**config.mk**
```make
export PLATFORM = sky130hd
export DESIGN_NAME = rect_flip_engine
export DESIGN_NICKNAME = d
export VERILOG_FILES = /design/src/rtl/rect_flip_engine.sv
export SDC_FILE = /design/constraint.sdc
export NUM_CORES = 1
export LEC_CHECK = 0
export CORE_ASPECT_RATIO = 0.5
export CORE_MARGIN = 1.5
export CORE_UTILIZATION = 45
export CTS_CLUSTER_SIZE = 16
export DETAILED_ROUTE_END_ITERATION = 8
export PLACE_DENSITY = 0.74
export SLEW_MARGIN = 40
export SYNTH_ARGS = -nofsm -noshare
export SYNTH_HDL_FRONTEND = slang
export SYNTH_SLANG_ARGS = --single-unit
export TNS_END_PERCENT = 10
```
**constraint.sdc**
```tcl
create_clock -name clk -period 3.15 [get_ports clk]
set_input_delay 0.945 -clock clk [delete_from_list [all_inputs] [get_ports clk]]
set_output_delay 0.945 -clock clk [all_outputs]
set_load 0.02 [all_outputs]
```
**src/rtl/rect_flip_engine.sv**
```systemverilog
// rect_flip_engine: register-held ROWS x COLS bit matrix updated by corner/perimeter/fill rectangle flips.
// Optional build macro FLIP_POPCOUNT_EN adds a registered popcount of the matrix on ones_count.
module rect_flip_engine #(
  parameter  int ROWS = 4,
  parameter  int COLS = 4,
  localparam int RW   = (ROWS > 1) ? $clog2(ROWS) : 1,
  localparam int CW   = (COLS > 1) ? $clog2(COLS) : 1,
  localparam int N    = ROWS * COLS,
  localparam int PW   = $clog2(ROWS * COLS + 1)
) (
  input  logic          clk,
  input  logic          rst,
  input  logic          load_valid,
  input  logic [N-1:0]  load_data,
  input  logic          cmd_valid,
  output logic          cmd_ready,
  input  logic [1:0]    cmd_op,
  input  logic [RW-1:0] cmd_r1,
  input  logic [RW-1:0] cmd_r2,
  input  logic [CW-1:0] cmd_c1,
  input  logic [CW-1:0] cmd_c2,
  output logic [N-1:0]  m_out,
  output logic          busy,
  output logic          done,
  output logic          err,
  output logic [PW-1:0] ones_count
);

  typedef enum logic [1:0] {
    OP_CORNER    = 2'b00,
    OP_PERIMETER = 2'b01,
    OP_FILL      = 2'b10,
    OP_RSVD      = 2'b11
  } op_e;

  typedef enum logic {
    S_IDLE,
    S_ROW
  } state_e;

  state_e        state_q, state_d;
  logic [N-1:0]  m_q;
  logic [RW-1:0] row_q, r_lo_q, r_hi_q;
  logic [CW-1:0] c_lo_q, c_hi_q;
  logic          fill_q;
  logic          done_q, err_q;

  op_e           op;
  logic          accept, bad_cmd, start_multi, last_row, edge_row;
  logic [RW-1:0] r_lo, r_hi;
  logic [CW-1:0] c_lo, c_hi;
  logic [N-1:0]  corner_mask, row_mask;

  assign op        = op_e'(cmd_op);
  assign cmd_ready = (state_q == S_IDLE) && !load_valid;
  assign accept    = cmd_valid && cmd_ready;

  assign r_lo = (cmd_r1 < cmd_r2) ? cmd_r1 : cmd_r2;
  assign r_hi = (cmd_r1 < cmd_r2) ? cmd_r2 : cmd_r1;
  assign c_lo = (cmd_c1 < cmd_c2) ? cmd_c1 : cmd_c2;
  assign c_hi = (cmd_c1 < cmd_c2) ? cmd_c2 : cmd_c1;

  // Coordinate ports may be wider than the matrix (non power-of-two sizes), so range-check them.
  assign bad_cmd = (op == OP_RSVD)
                || (int'(cmd_r1) >= ROWS) || (int'(cmd_r2) >= ROWS)
                || (int'(cmd_c1) >= COLS) || (int'(cmd_c2) >= COLS);

  assign start_multi = accept && !bad_cmd && (op != OP_CORNER);
  assign last_row    = (row_q == r_hi_q);
  assign edge_row    = (row_q == r_lo_q) || (row_q == r_hi_q);

  // Corner cells are ORed so coincident corners flip only once.
  always_comb begin
    // NOTE: every always_comb output gets a default first so no path leaves it unassigned (latch).
    corner_mask = '0;
    for (int r = 0; r < ROWS; r++) begin
      for (int c = 0; c < COLS; c++) begin
        if ((r == int'(cmd_r1) || r == int'(cmd_r2)) &&
            (c == int'(cmd_c1) || c == int'(cmd_c2)))
          corner_mask[N-1-(r*COLS+c)] = 1'b1;
      end
    end
  end

  always_comb begin
    row_mask = '0;
    for (int r = 0; r < ROWS; r++) begin
      for (int c = 0; c < COLS; c++) begin
        if (r == int'(row_q)) begin
          if (fill_q || edge_row) begin
            if (c >= int'(c_lo_q) && c <= int'(c_hi_q))
              row_mask[N-1-(r*COLS+c)] = 1'b1;
          end else if (c == int'(c_lo_q) || c == int'(c_hi_q)) begin
            row_mask[N-1-(r*COLS+c)] = 1'b1;
          end
        end
      end
    end
  end

  always_comb begin
    state_d = state_q;
    case (state_q)
      S_IDLE:  if (start_multi) state_d = S_ROW;
      S_ROW:   if (last_row)    state_d = S_IDLE;
      default: state_d = S_IDLE;
    endcase
  end

  always_ff @(posedge clk) begin
    if (rst) state_q <= S_IDLE;
    else     state_q <= state_d;
  end

  always_ff @(posedge clk) begin
    if (rst) begin
      m_q    <= '0;
      row_q  <= '0;
      r_lo_q <= '0;
      r_hi_q <= '0;
      c_lo_q <= '0;
      c_hi_q <= '0;
      fill_q <= 1'b0;
      done_q <= 1'b0;
      err_q  <= 1'b0;
    end else begin
      // NOTE: non-blocking assignments so every register samples pre-edge values of the others.
      done_q <= 1'b0;
      err_q  <= 1'b0;
      case (state_q)
        S_IDLE: begin
          if (load_valid) begin
            m_q <= load_data;
          end else if (accept) begin
            if (bad_cmd) begin
              err_q <= 1'b1;
            end else if (op == OP_CORNER) begin
              m_q    <= m_q ^ corner_mask;
              done_q <= 1'b1;
            end else begin
              row_q  <= r_lo;
              r_lo_q <= r_lo;
              r_hi_q <= r_hi;
              c_lo_q <= c_lo;
              c_hi_q <= c_hi;
              fill_q <= (op == OP_FILL);
            end
          end
        end
        S_ROW: begin
          m_q   <= m_q ^ row_mask;
          row_q <= row_q + RW'(1);
          if (last_row) done_q <= 1'b1;
        end
        default: ;
      endcase
    end
  end

  assign m_out = m_q;
  assign busy  = (state_q == S_ROW);
  assign done  = done_q;
  assign err   = err_q;

`ifdef FLIP_POPCOUNT_EN
  logic [PW-1:0] pop_d, pop_q;

  always_comb begin
    pop_d = '0;
    for (int i = 0; i < N; i++) pop_d = pop_d + PW'(m_q[i]);
  end

  always_ff @(posedge clk) begin
    if (rst) pop_q <= '0;
    else     pop_q <= pop_d;
  end

  assign ones_count = pop_q;
`else
  assign ones_count = '0;
`endif

endmodule

```
Word-level counts from Yosys, hierarchy flattened
Index checks and enable logic that the tools add are counted.
Widths: inputs -> output; s select.
{"block": "totals", "ff_bits": 30, "inputBits": 30, "out_inout_bits": 25, "word_cells": 177}
{"block": "classes", "addsub": 1, "magnitude_cmp": 8, "eq_ne": 32, "n_mux": 68, "bitwise_logic": 7, "n_reduce_logical": 51}
{"cell": "$mux 16", "n": 4}
{"cell": "$mux 1", "n": 52}
{"cell": "$pmux 16 s2", "n": 1}
{"cell": "$xor 16x16->16", "n": 2}
{"cell": "$eq 2x2->1 const A", "n": 14}
{"cell": "$logic_and 1x1->1", "n": 22}
{"cell": "$logic_not 2->1", "n": 8}
{"cell": "$mux 2", "n": 8}
{"cell": "$eq 1x2->1 const A", "n": 7}
{"cell": "$logic_or 1x1->1", "n": 14}
{"cell": "$ne 2x2->1 const B", "n": 4}
{"cell": "$ne 3x3->1 const B", "n": 2}
{"cell": "$not 1->1", "n": 5}
{"cell": "$reduce_and 5->1", "n": 1}
{"cell": "$eq 2x2->1", "n": 2}
{"cell": "$eq 2x2->1 const B", "n": 2}
{"cell": "$ge 1x2->1 const A", "n": 2}
{"cell": "$le 2x2->1 const A", "n": 2}
{"cell": "$lt 2x2->1", "n": 2}
{"cell": "$pmux 1 s2", "n": 2}
{"cell": "$pmux 2 s2", "n": 1}
{"cell": "$reduce_and 4->1", "n": 1}
{"cell": "$reduce_or 4->1", "n": 1}
{"cell": "$ne 3x2->1 const B", "n": 1}
{"cell": "6 further kinds", "n": 7}

Depth between registers and ports, before layout
{"block": "logic_depth", "depth_word": 10, "mapped_depth": 9, "depth_no_buf": 8}

Least setup slack after synthesis
No wires, ideal clock.
{"block": "synth_timing", "path_type": "input port to output port", "from": "input port load_valid", "to": "output port cmd_ready", "arrival_ns": 1.970, "t_required_ns": 2.205, "path_slack_ns": 0.235, "cell_stages": 4, "path_buffers": 3, "cell_sequence": "clkbuf_1 > nor2_1 > clkbuf_1 > buf_1"}
{"block": "synth_via", "elab_chain_cells": 2}
{"item": "start: declaration", "line": "13", "text": "input logic load_valid,"}
{"item": "$logic_not 1->1", "line": "55", "text": "assign cmd_ready = (state_q == S_IDLE) && !load_valid;"}
{"item": "$logic_and 1x1->1", "line": "55"}
{"item": "end: declaration", "line": "16", "text": "output logic cmd_ready,"}
Every way passes these cells.

Final worst setup path
Ends and elaborated chain as after synthesis.

==> Implementation_results.wiki <==
{| class="wikitable"
! Metric !! Value
|-
| Synth async-reset ratio || 0%
|-
| Reg2reg path depth || 6
|-
| Slew at the pin with the worst max-slew slack || 0.759 ns
|-
| Mean cell area of the mapped netlist || 7.47 sq um
|-
| Crit path arrival time || 1.79 ns
|-
| I/O pin count || 55
|-
| Worst Hold End || r_lo_q[1]
|-
| Vias/cell || 5.76
|-
| Cell accounting for the most synthesized area || dfxtp_1
|-
| Input/output buffers || 49
|-
| Initial standard-cell utilization of the core || 47.1%
|-
| Number of cells upsized or downsized after cts || 0
|-
| Crit path max fanout || 2
|-
| WL/cell || 16.0 um
|-
| CTS clk-pin slew, worst paths || 0.06 ns
|-
| Num CTS Buffers || 5
|-
| Total wirelength of the detailed-routed design || 6920 um
|-
| LEAKAGE || 1.18 nW
|-
| Number of rows in the core area || 18
|-
| Area inside the core boundary || 4980 sq um
|-
| Critical path buffers and inverters || 2
|-
| Worst min-delay path class || reg -> reg
|-
| Commonest non-fill, non-tap cell in the layout || clkdlybuf4s50_1
|-
| Post-detailed-route count of antenna-violating nets || 0
|-
| Flop2flop setup slack || 0.93 ns
|-
| Clock tree root buffer cell || clkbuf_8
|-
| Netlist area before placement || 2340 sq um
|-
| Number of setup buffers added after CTS || 0
|-
| CTS tree || done
|-
| Number of synthesized flops with an enable pin || 0
|-
| Total global routing overflow || 0
|-
| Total via count in the routed design || 2489
|-
| Number of violations of the max-capacitance limit || 0
|-
| TritonRoute pass-1 iters || 5
|-
| Clock Path Buffers || 2
|-
| Synthesis warning total || 0
|-
| Kind of cell adding the most delay to the critical path || buffers and inverters
|-
| Clock network latency to the later pin of the worst-skew pair || 0.29 ns
|-
| Endpoint required time on the critical path || 2.20 ns
|-
| Result of the run || finished, final reports clean
|-
| Worst Hold Path Cells || 2
|-
| Final standard cell count with taps included and fillers excluded || 432
|-
| Top cells by area, synth || dfxtp_1 26%, a21oi_1 9.8%, ha_1 6.9%
|-
| Endpoint of the worst-slack reg-to-reg timing path || m_out[5]
|-
| Wire length of the first global-routing pass || 11100 um
|-
| Maximum number of pins on one net before global-route repair || 23
|-
| Post-synthesis to final-layout area growth || 26.6%
|-
| # diodes || 0
|-
| Cell-by-cell trace of the critical path || clkdlybuf4s50_1, nor2_1, dlymetal6s2s_1
|-
| Maximum clock frequency || 365 MHz
|-
| Unrepaired setup endpoints after global routing || no
|-
| Slew Limit Fails || 0
|-
| Area of the die || 5680 sq um
|-
| Startpoint of the lowest-slack hold path || r_lo_q[1]
|-
| Crit path time final || 2.74 ns
|-
| Vias in the first global route || 2254
|-
| Dominant synthesized flop cell || dfxtp_1
|-
| Violation count after the first detailed-routing iteration || 258
|-
| Area share of the leading cell type in the synthesized netlist || 25.6%
|-
| # placed instances || 425
|-
| Fraction of final layout cells sized beyond drive strength 1 || 4.14%
|-
| DRC || 0
|-
| Nets || 405
|-
| Routability congestion estimate || 0.988
|-
| Global Route Usage Sum || 25.5%
|-
| Initial antenna violation count || 0
|-
| Worst R2R Start || row_q[0]
|-
| CP max stage cell || clkdlybuf4s50_1
|-
| Post-synthesis sequential area ratio || 25.6%
|-
| Max-slew headroom at the worst pin || 49.4%
|-
| Peak supply drop || 212 uV
|-
| Setup violation total in the final timing report || 0
|-
| Crit path capture type || primary output
|-
| Quantity of hold-fixing buffers added after cts || 0
|-
| Number of instances in the synthesized netlist || 314
|-
| Highest-count cells in the layout ignoring fill and taps || 48 x clkdlybuf4s50_1, 46 x a21oi_1, 33 x nor2_1
|-
| Final cycle utilization of the critical path || 87.0%
|-
| Die Span Y || 54.0 um
|-
| Clock sink count || 30
|-
| Final hold viol count || 0
|-
| Type of the worst setup path || in -> out
|-
| Total power density per cell area || 384 nW/um^2
|-
| Post-DP HPWL || 5280 um
|-
| Die span in x || 105 um
|-
| Worst stage delay on the critical path || 0.46 ns
|-
| Number of levels the H-tree was split into || 2
|-
| Launching element type of the critical path || primary input
|-
| Flip-flop and latch count after synthesis || 30
|-
| Setup TNS || 0 ns
|-
| Setup skew after layout || 0.0116 ns
|-
| Distinct cell type count of the synthesized netlist || 42
|}
==> layout make-up <==
| cell class | count | area (sq um) |
|---|---|---|
| clock buffers | 7 | 76.3 |
| fillers | 466 | 2010 |
| inverters | 24 | 90.1 |
| multi-input cells | 248 | 1590 |
| flip-flops and latches | 30 | 601 |
| well taps | 70 | 87.6 |
| repair buffers | 53 | 523 |
==> power breakdown <==
group | internal, W | total (W) | switching, W
clock network | 0.000152 | 0.000301 | 0.000149
logic | 0.000175 | 0.000382 | 0.000207
registers | 0.000413 | 0.000458 | 0.0000455
total | 0.000739 | 0.00114 | 0.000402
==> cell usage after synthesis (all sizes together), types with 2 or more instances <==
cell type and number:
a211oi 12, a21boi 9, a21oi 46, a221oi 2, a22oi 5, a32o 5
and2 2, buf 6, clkbuf 10, dfxtp 30, ha 13, inv 24
mux2i 4, nand2 18, nand2b 6, nand3 7, nand3b 5, nor2 33
nor2b 5, nor3 6, nor3b 2, o21ai 21, o22ai 8, o32ai 4
xnor2 12, xor2 8
==> metrics by stage <==
stage	area [sq um]	setup slack [ns]	power, W	hold WS [ns]	util, %
6_report	2970	0.410	0.00114	0.486	59.6
3_3_place_gp	2890	0.0242	0.000829	0.458	58.0
5_1_grt	2970	0.259	0.00120	0.503	59.6
3_5_place_dp	2890	0.0262	0.000840	0.479	58.0
2_1_floorplan	2360	0.235	0.000692	0.444	-
4_1_cts	2970	0.0203	0.00113	0.488	59.6
==> metal layers <==
metal | GRT usage (%) | up-vias | part of all wire [%]
met5 | 0 | - | 0
met4 | 6.39 | 0 | 0.65
met3 | 5.21 | 9 | 9.1
met2 | 42.6 | 109 | 44
met1 | 34.4 | 1165 | 46
li1 | - | 1206 | -
==> logic make-up (layout without fill, tap and decap cells) <==
logic type / Yosys count / count (layout) / share of synthesized area [%]
compound gates: 117 / 117 / 32.1
buf+inv: 40 / 84 / 7.20
fa+ha+maj: 13 / 13 / 6.94
flops: 30 / 30 / 25.6
simple gates: 88 / 88 / 18.4
mux: 5 / 5 / 2.19
other cells: 1 / 5 / 0.160
xor+xnor: 20 / 20 / 7.47
==> flip-flops by register name, indices dropped and copies added, names as in the netlist, 2 cells and up <==
register	count
m_out	16
c_hi_q	2
c_lo_q	2
r_hi_q	2
r_lo_q	2
row_q	2
==> tightest hold or removal path: cells and delay by family (launching register included) <==
kind            cells  cell delay [ns]
compound gates      1             0.05
flops               1             0.33
simple gates        1             0.06
==> worst max-delay path by stage <==
stage	startpoint	endpoint	depth (start not counted)	slack, ns
floorplan	load_valid	cmd_ready	4	0.23
global placement	load_valid	cmd_ready	3	0.02
detailed placement	load_valid	cmd_ready	3	0.03
CTS	load_valid	cmd_ready	3	0.02
global route	cmd_op[1]	m_out[3]	9	0.26
finish	load_valid	cmd_ready	3	0.41
(Power assumes the default switching activity.)
